### src/rtl/aura_pe_sched.sv
// Sequencer for one AURA backend PE: streams (query, key/value) index pairs into the PE
// and writes only the final normalized output of each query row to the O buffer.
module aura_pe_sched #(
  parameter int MAX_SEQ_LEN = 64,
  parameter int IDX_W       = 6
) (
  input  logic             clk,
  input  logic             rst,
  input  logic             start,
  input  logic [IDX_W:0]   num_q,
  input  logic [IDX_W:0]   num_kv,
  output logic             busy,
  output logic             done,
  output logic [IDX_W-1:0] q_idx,
  output logic [IDX_W-1:0] kv_idx,
  output logic             pe_inputs_valid,
  output logic             pe_first,
  output logic             pe_last,
  input  logic             pe_backend_ready,
  input  logic             pe_output_valid,
  output logic             pe_ctrl_ready,
  output logic             o_wr_en,
  output logic [IDX_W-1:0] o_wr_idx,
  input  logic             o_wr_ready
);

  typedef enum logic [1:0] {
    S_IDLE  = 2'd0,
    S_ISSUE = 2'd1,
    S_DRAIN = 2'd2,
    S_DONE  = 2'd3
  } state_e;

  localparam logic [IDX_W:0]   MAX_N   = (IDX_W + 1)'(MAX_SEQ_LEN);
  localparam logic [IDX_W:0]   LEN_ONE = {{IDX_W{1'b0}}, 1'b1};
  localparam logic [IDX_W-1:0] IDX_ONE = {{(IDX_W - 1){1'b0}}, 1'b1};
  localparam logic [IDX_W-1:0] IDX_ZERO = {IDX_W{1'b0}};
  localparam logic [IDX_W:0]   LEN_ZERO = {(IDX_W + 1){1'b0}};

  state_e           state_q, state_d;
  logic [IDX_W-1:0] q_idx_q, q_idx_d;
  logic [IDX_W-1:0] kv_idx_q, kv_idx_d;
  logic [IDX_W-1:0] out_cnt_q, out_cnt_d;
  logic [IDX_W:0]   nq_q, nq_d;
  logic [IDX_W:0]   nkv_q, nkv_d;

  logic in_run_s;
  logic kv_last_s;
  logic q_last_s;
  logic out_final_s;
  logic issue_hs_s;
  logic out_hs_s;
  logic wr_done_s;

  function automatic logic [IDX_W:0] sat_len(input logic [IDX_W:0] n);
    return (n > MAX_N) ? MAX_N : n;
  endfunction

  assign in_run_s    = (state_q == S_ISSUE) || (state_q == S_DRAIN);
  assign kv_last_s   = ({1'b0, kv_idx_q} == (nkv_q - LEN_ONE));
  assign q_last_s    = ({1'b0, q_idx_q} == (nq_q - LEN_ONE));
  assign out_final_s = ({1'b0, out_cnt_q} == (nkv_q - LEN_ONE));

  assign busy            = in_run_s;
  assign done            = (state_q == S_DONE);
  assign q_idx           = q_idx_q;
  assign kv_idx          = kv_idx_q;
  assign pe_inputs_valid = (state_q == S_ISSUE);
  assign pe_first        = pe_inputs_valid && (kv_idx_q == IDX_ZERO);
  assign pe_last         = pe_inputs_valid && kv_last_s;

  // Partial outputs are dropped freely; the final one waits for the O buffer.
  assign pe_ctrl_ready = in_run_s && (out_final_s ? o_wr_ready : 1'b1);
  assign o_wr_en       = in_run_s && out_final_s && pe_output_valid;
  assign o_wr_idx      = q_idx_q;

  assign issue_hs_s = pe_inputs_valid && pe_backend_ready;
  assign out_hs_s   = pe_output_valid && pe_ctrl_ready;
  assign wr_done_s  = o_wr_en && o_wr_ready;

  // Next-state logic for the run FSM, index counters and latched sizes.
  always_comb begin
    state_d   = state_q;
    q_idx_d   = q_idx_q;
    kv_idx_d  = kv_idx_q;
    out_cnt_d = out_cnt_q;
    nq_d      = nq_q;
    nkv_d     = nkv_q;
    case (state_q)
      S_IDLE: begin
        if (start) begin
          nq_d      = sat_len(num_q);
          nkv_d     = sat_len(num_kv);
          q_idx_d   = IDX_ZERO;
          kv_idx_d  = IDX_ZERO;
          out_cnt_d = IDX_ZERO;
          if ((num_q == LEN_ZERO) || (num_kv == LEN_ZERO)) begin
            state_d = S_DONE;
          end else begin
            state_d = S_ISSUE;
          end
        end else begin
          state_d = S_IDLE;
        end
      end
      S_ISSUE, S_DRAIN: begin
        if (out_hs_s && !out_final_s) begin
          out_cnt_d = out_cnt_q + IDX_ONE;
        end else begin
          out_cnt_d = out_cnt_q;
        end
        // A completed final write wins over a same-cycle last issue: both are taken.
        if (wr_done_s) begin
          out_cnt_d = IDX_ZERO;
          kv_idx_d  = IDX_ZERO;
          if (q_last_s) begin
            state_d = S_DONE;
          end else begin
            q_idx_d = q_idx_q + IDX_ONE;
            state_d = S_ISSUE;
          end
        end else if (issue_hs_s) begin
          if (kv_last_s) begin
            state_d = S_DRAIN;
          end else begin
            kv_idx_d = kv_idx_q + IDX_ONE;
          end
        end else begin
          state_d = state_q;
        end
      end
      S_DONE: begin
        state_d = S_IDLE;
      end
      default: begin
        state_d = S_IDLE;
      end
    endcase
  end

  // State register with synchronous reset.
  always_ff @(posedge clk) begin
    if (rst) begin
      state_q   <= S_IDLE;
      q_idx_q   <= IDX_ZERO;
      kv_idx_q  <= IDX_ZERO;
      out_cnt_q <= IDX_ZERO;
      nq_q      <= LEN_ZERO;
      nkv_q     <= LEN_ZERO;
    end else begin
      state_q   <= state_d;
      q_idx_q   <= q_idx_d;
      kv_idx_q  <= kv_idx_d;
      out_cnt_q <= out_cnt_d;
      nq_q      <= nq_d;
      nkv_q     <= nkv_d;
    end
  end

endmodule

### config.mk
export PLATFORM = sky130hd
export DESIGN_NAME = aura_pe_sched
export DESIGN_NICKNAME = d
export VERILOG_FILES = /design/src/rtl/aura_pe_sched.sv
export SDC_FILE = /design/constraint.sdc
export NUM_CORES = 1
export LEC_CHECK = 0
export ABC_AREA = 1
export CORE_ASPECT_RATIO = 0.5
export CORE_UTILIZATION = 25
export DETAILED_ROUTE_END_ITERATION = 10
export MAX_ROUTING_LAYER = met4
export SETUP_SLACK_MARGIN = 0.4
export SYNTH_ARGS = -nofsm -noshare
export SYNTH_HDL_FRONTEND = slang
export SYNTH_SLANG_ARGS = --single-unit
### constraint.sdc
create_clock -name clk -period 2.5 [get_ports clk]
set_input_delay 0.25 -clock clk [delete_from_list [all_inputs] [get_ports clk]]
set_output_delay 0.25 -clock clk [all_outputs]
set_load 0.005 [all_outputs]
==> results.toml <==
[logic_synthesis]
synth_async_sr_flop_share_pct = 0
synth_largest_area_cell = "dfxtp_1"
yosys_most_used_dff = "dfxtp_1"
syn-num-nets = 403
synth_seq_area_share_pct = 28.22
synth_edf_count = 0
ys_seq_elements = 34
syn_avg_cell_area_sq_um = 6.450
netlist_instances = 374
ys_types = 34
ys_warn_count = 0
yosys-top-cells-area = "dfxtp_1, nand2_1, nor2_1"
syn_area_sq_mm = 0.002412
yosys.area.top_type_share_pct = 28.22

[sta]
drv_slew = 0
max_freq_mhz = 453.5
holdWs_ns = 0.4884
fin_skew_ns = 0.002947
finalSetupViolations = 0
hold_violations = 0
slew_headroom_pct = 67.87
rsz0062_at_grt = "yes"
timing.final.crit_share_pct = 88.21
fin_crit_ns = 2.205
tightestPinTransition_ns = 0.4814
postLayoutSetupSlackWorst_ns = 0.2947
tns_ns = 0

[pwr]
p_seq_share_pct = 23.0
p_sw_share_pct = 47.41
power_switching_mw = 1.937
ir_worst_vdd_uv = 363.3
combinationalPowerShare_pct = 62.0
p_leak_nw = 1.461
p_int_mw = 2.149
power.density_mw_per_mm2 = 1198
p_clk_share_pct = 15.0

[clock_network]
cts_sinks = 34
cts.path.max_buffers = 2
root_buffer = "clkbuf_16"
cts_tree = "built"
cts_made_buffers = 5
clkTransAtPathRegs_ns = 0.05
clk_latency_ns = 0.28
htree_levels = 2

[setup_path]
r2r_cells = 18
reg2reg_slack_ns = 0.29
cp_data_required_time_ns = 2.67
r2r-end = "out_cnt_q[5]"
critPathMaxFanout = 7
path_delay_family = "simple AND/OR/NAND/NOR gates"
rr_startpoint = "nkv_q[0]"
cp_slowest_stage_delay_ns = 0.35
worst_setup_path_start_kind = "register"
slowest_stage = "dfxtp_4"
cp-end-kind = "register"
path_cells = "inv_4 -> ha_4 -> inv_2 -> nand2_1 -> nand2_1 -> nand2_1 -> nor2_1 -> nand3_1 -> nor2_4 -> buf_6 -> buf_6 -> nand4_4 -> buf_6 -> nand2_8 -> buf_4 -> nor2_4 -> o21ai_2 -> nor2_1"
path_class = "reg -> reg"
crit_buf_inv = 6
crit_arrival_ns = 2.37

[floorplanning]
core_sq_mm = 0.009039
fp.dieW_um = 140.9
initial_core_util_pct = 26.69
ioPinCount = 45
rows = 24
dieHeight_um = 71.46
die_area_sq_mm = 0.01007

[final_layout]
drive_gt1_share_pct = 18.37
syn2layout_area_growth_pct = 41.39
num-nets-final = 460
nFillCells = 940
n_antenna_cell = 0
fin_util_pct = 37.74

[hold_path]
holdPathStages = 2
min_from = "nkv_q[6]"
hold_end = "nkv_q[6]"
hp-class = "reg -> reg"

[placement]
gp_congestion = 0.8500
io_buffers = 44
dpl.hpwl_mm = 4.880
dpl_worst_slack_ns = 0.1152

[run]
drv_cap = 0

[drt]
post_drt_wl_per_cell_um = 12.35
finalWirelength_mm = 6.917
first_pass_iters = 4
drc = 0
vias = 2558
ant_nets = 0
vias_per_cell = 4.568
drt_iter0_drc = 172

[global_routing]
grt_max_degree = 22
grt-ovfl-total = 0
grt_antenna_before_repair = 0
grt_pass1_vias = 2379
globalRouteTotalUtil_pct = 14.62
grt_pass1_wl_mm = 11.16

[status]
status = "completed"
-- cells by family (layout without fill, tap and decap cells) --
logic type / Yosys count / in the layout / synth area share, %
adders and majority gates: 9 / 9 / 4.668
xor gates and xnor gates: 18 / 18 / 7.106
DFF: 34 / 34 / 28.22
and+or+nand+nor: 212 / 213 / 39.68
AOI/OAI and AO/OA: 39 / 39 / 9.699
buffers and inverters: 62 / 117 / 10.63
-- final cells by class --
cell class              instances  area (sq um)  share of cell area, %
repair buffers                 62         590.6                  17.31
inverters                      49         191.4                  5.613
multi-input cells             279          1639                  48.06
clock buffers                   6         138.9                  4.072
flip-flops and latches         34         688.2                  20.18
well taps                     130         162.7                  4.769
-- metrics by stage --
stage	power [mW]	std cells	cell area, sq um
final	4.086	560	3411
after global routing	4.463	560	3411
after CTS	3.706	552	3222
after detailed placement	2.996	538	2965
after global placement	2.990	538	2965
after floorplan	2.354	374	2412
-- cell usage in the layout (no fill, tap or decap), types with 2 or more instances in the layout --
| cell type | n |
|---|---|
| a211oi_1 | 8 |
| a21oi_1 | 12 |
| a22oi_1 | 6 |
| buf_2 | 2 |
| buf_4 | 11 |
| buf_6 | 6 |
| clkbuf_16 | 5 |
| clkdlybuf4s50_1 | 41 |
| dfxtp_1 | 30 |
| dfxtp_2 | 3 |
| ha_1 | 7 |
| inv_1 | 39 |
| inv_2 | 6 |
| inv_4 | 3 |
| nand2_1 | 76 |
| nand2_2 | 8 |
| nand2_4 | 3 |
| nand3_1 | 32 |
| nand3_2 | 5 |
| nand3_4 | 4 |
| nand4_1 | 7 |
| nor2_1 | 55 |
| nor2_2 | 8 |
| nor2_4 | 2 |
| nor3_1 | 6 |
| nor4_1 | 2 |
| o21ai_0 | 3 |
| o21ai_1 | 4 |
| o21ai_2 | 3 |
| xnor2_1 | 5 |
| xor2_1 | 12 |
-- cells in the mapped netlist (2+ instances only) --
| cell type | count |
|---|---|
| nand2_1 | 86 |
| nor2_1 | 62 |
| inv_1 | 44 |
| nand3_1 | 37 |
| dfxtp_1 | 34 |
| a21oi_1 | 13 |
| xor2_1 | 12 |
| ha_1 | 9 |
| a211oi_1 | 8 |
| o21ai_0 | 8 |
| nand4_1 | 7 |
| a22oi_1 | 6 |
| buf_4 | 6 |
| nor3_1 | 6 |
| clkbuf_1 | 5 |
| xnor2_1 | 5 |
| inv_2 | 4 |
| nand2_2 | 2 |
| nand3_2 | 2 |
| nor2_2 | 2 |
| nor4_1 | 2 |
| o21ai_1 | 2 |
-- sequential cells by signal (all words and copies together) (netlist names) --
signal and count:
state_q 2, kv_idx 6, out_cnt_q 6, nq_q 7, o_wr_idx 6, nkv_q 7
-- worst max path at each step --
stage | from | to | slack, ns | cells past startpoint
after floorplan | nkv_q[0] | o_wr_idx[1] | 0.45 | 17
after global placement | nkv_q[0] | o_wr_en | 0.18 | 12
after detailed placement | nkv_q[0] | o_wr_en | 0.12 | 12
after CTS | nkv_q[1] | state_q[1] | 0.34 | 16
after global routing | nkv_q[0] | out_cnt_q[5] | 0.18 | 18
final | nkv_q[0] | out_cnt_q[5] | 0.29 | 18
-- repair_timing --
item | in CTS | in global routing
pin swaps | 11 | 23
endpoints found under the setup margin | 24 | 25
gates cloned | 0 | 1
hold buffers | 0 | 0
setup buffers | 8 | 7
resized for setup | 32 | 43
-- power by group through the flow --
stage / registers, mW / clock network (mW) / logic (mW)
floorplan: 0.875 / 0 / 1.48
global placement: 0.944 / 0 / 2.05
detailed placement: 0.937 / 0 / 2.06
CTS: 0.931 / 0.623 / 2.15
global route: 0.968 / 0.652 / 2.84
finish: 0.938 / 0.614 / 2.53
-- per-layer routing --
layer  up-vias  wire, um  global-route usage (%)
met2        64      3286                   24.43
li1       1316         -                       -
met1      1167      3173                   17.33
met5         -         0                       -
met3        11       313                   2.807
met4         0       143                   6.522
-- tightest hold or removal path, delay by kind of cell (launching register included) --
kind	cells	cell delay [ns]
compound gates	1	0.06
flops	1	0.30
buf+inv	1	0.07
No activity file was read; power rests on OpenSTA's default activity.
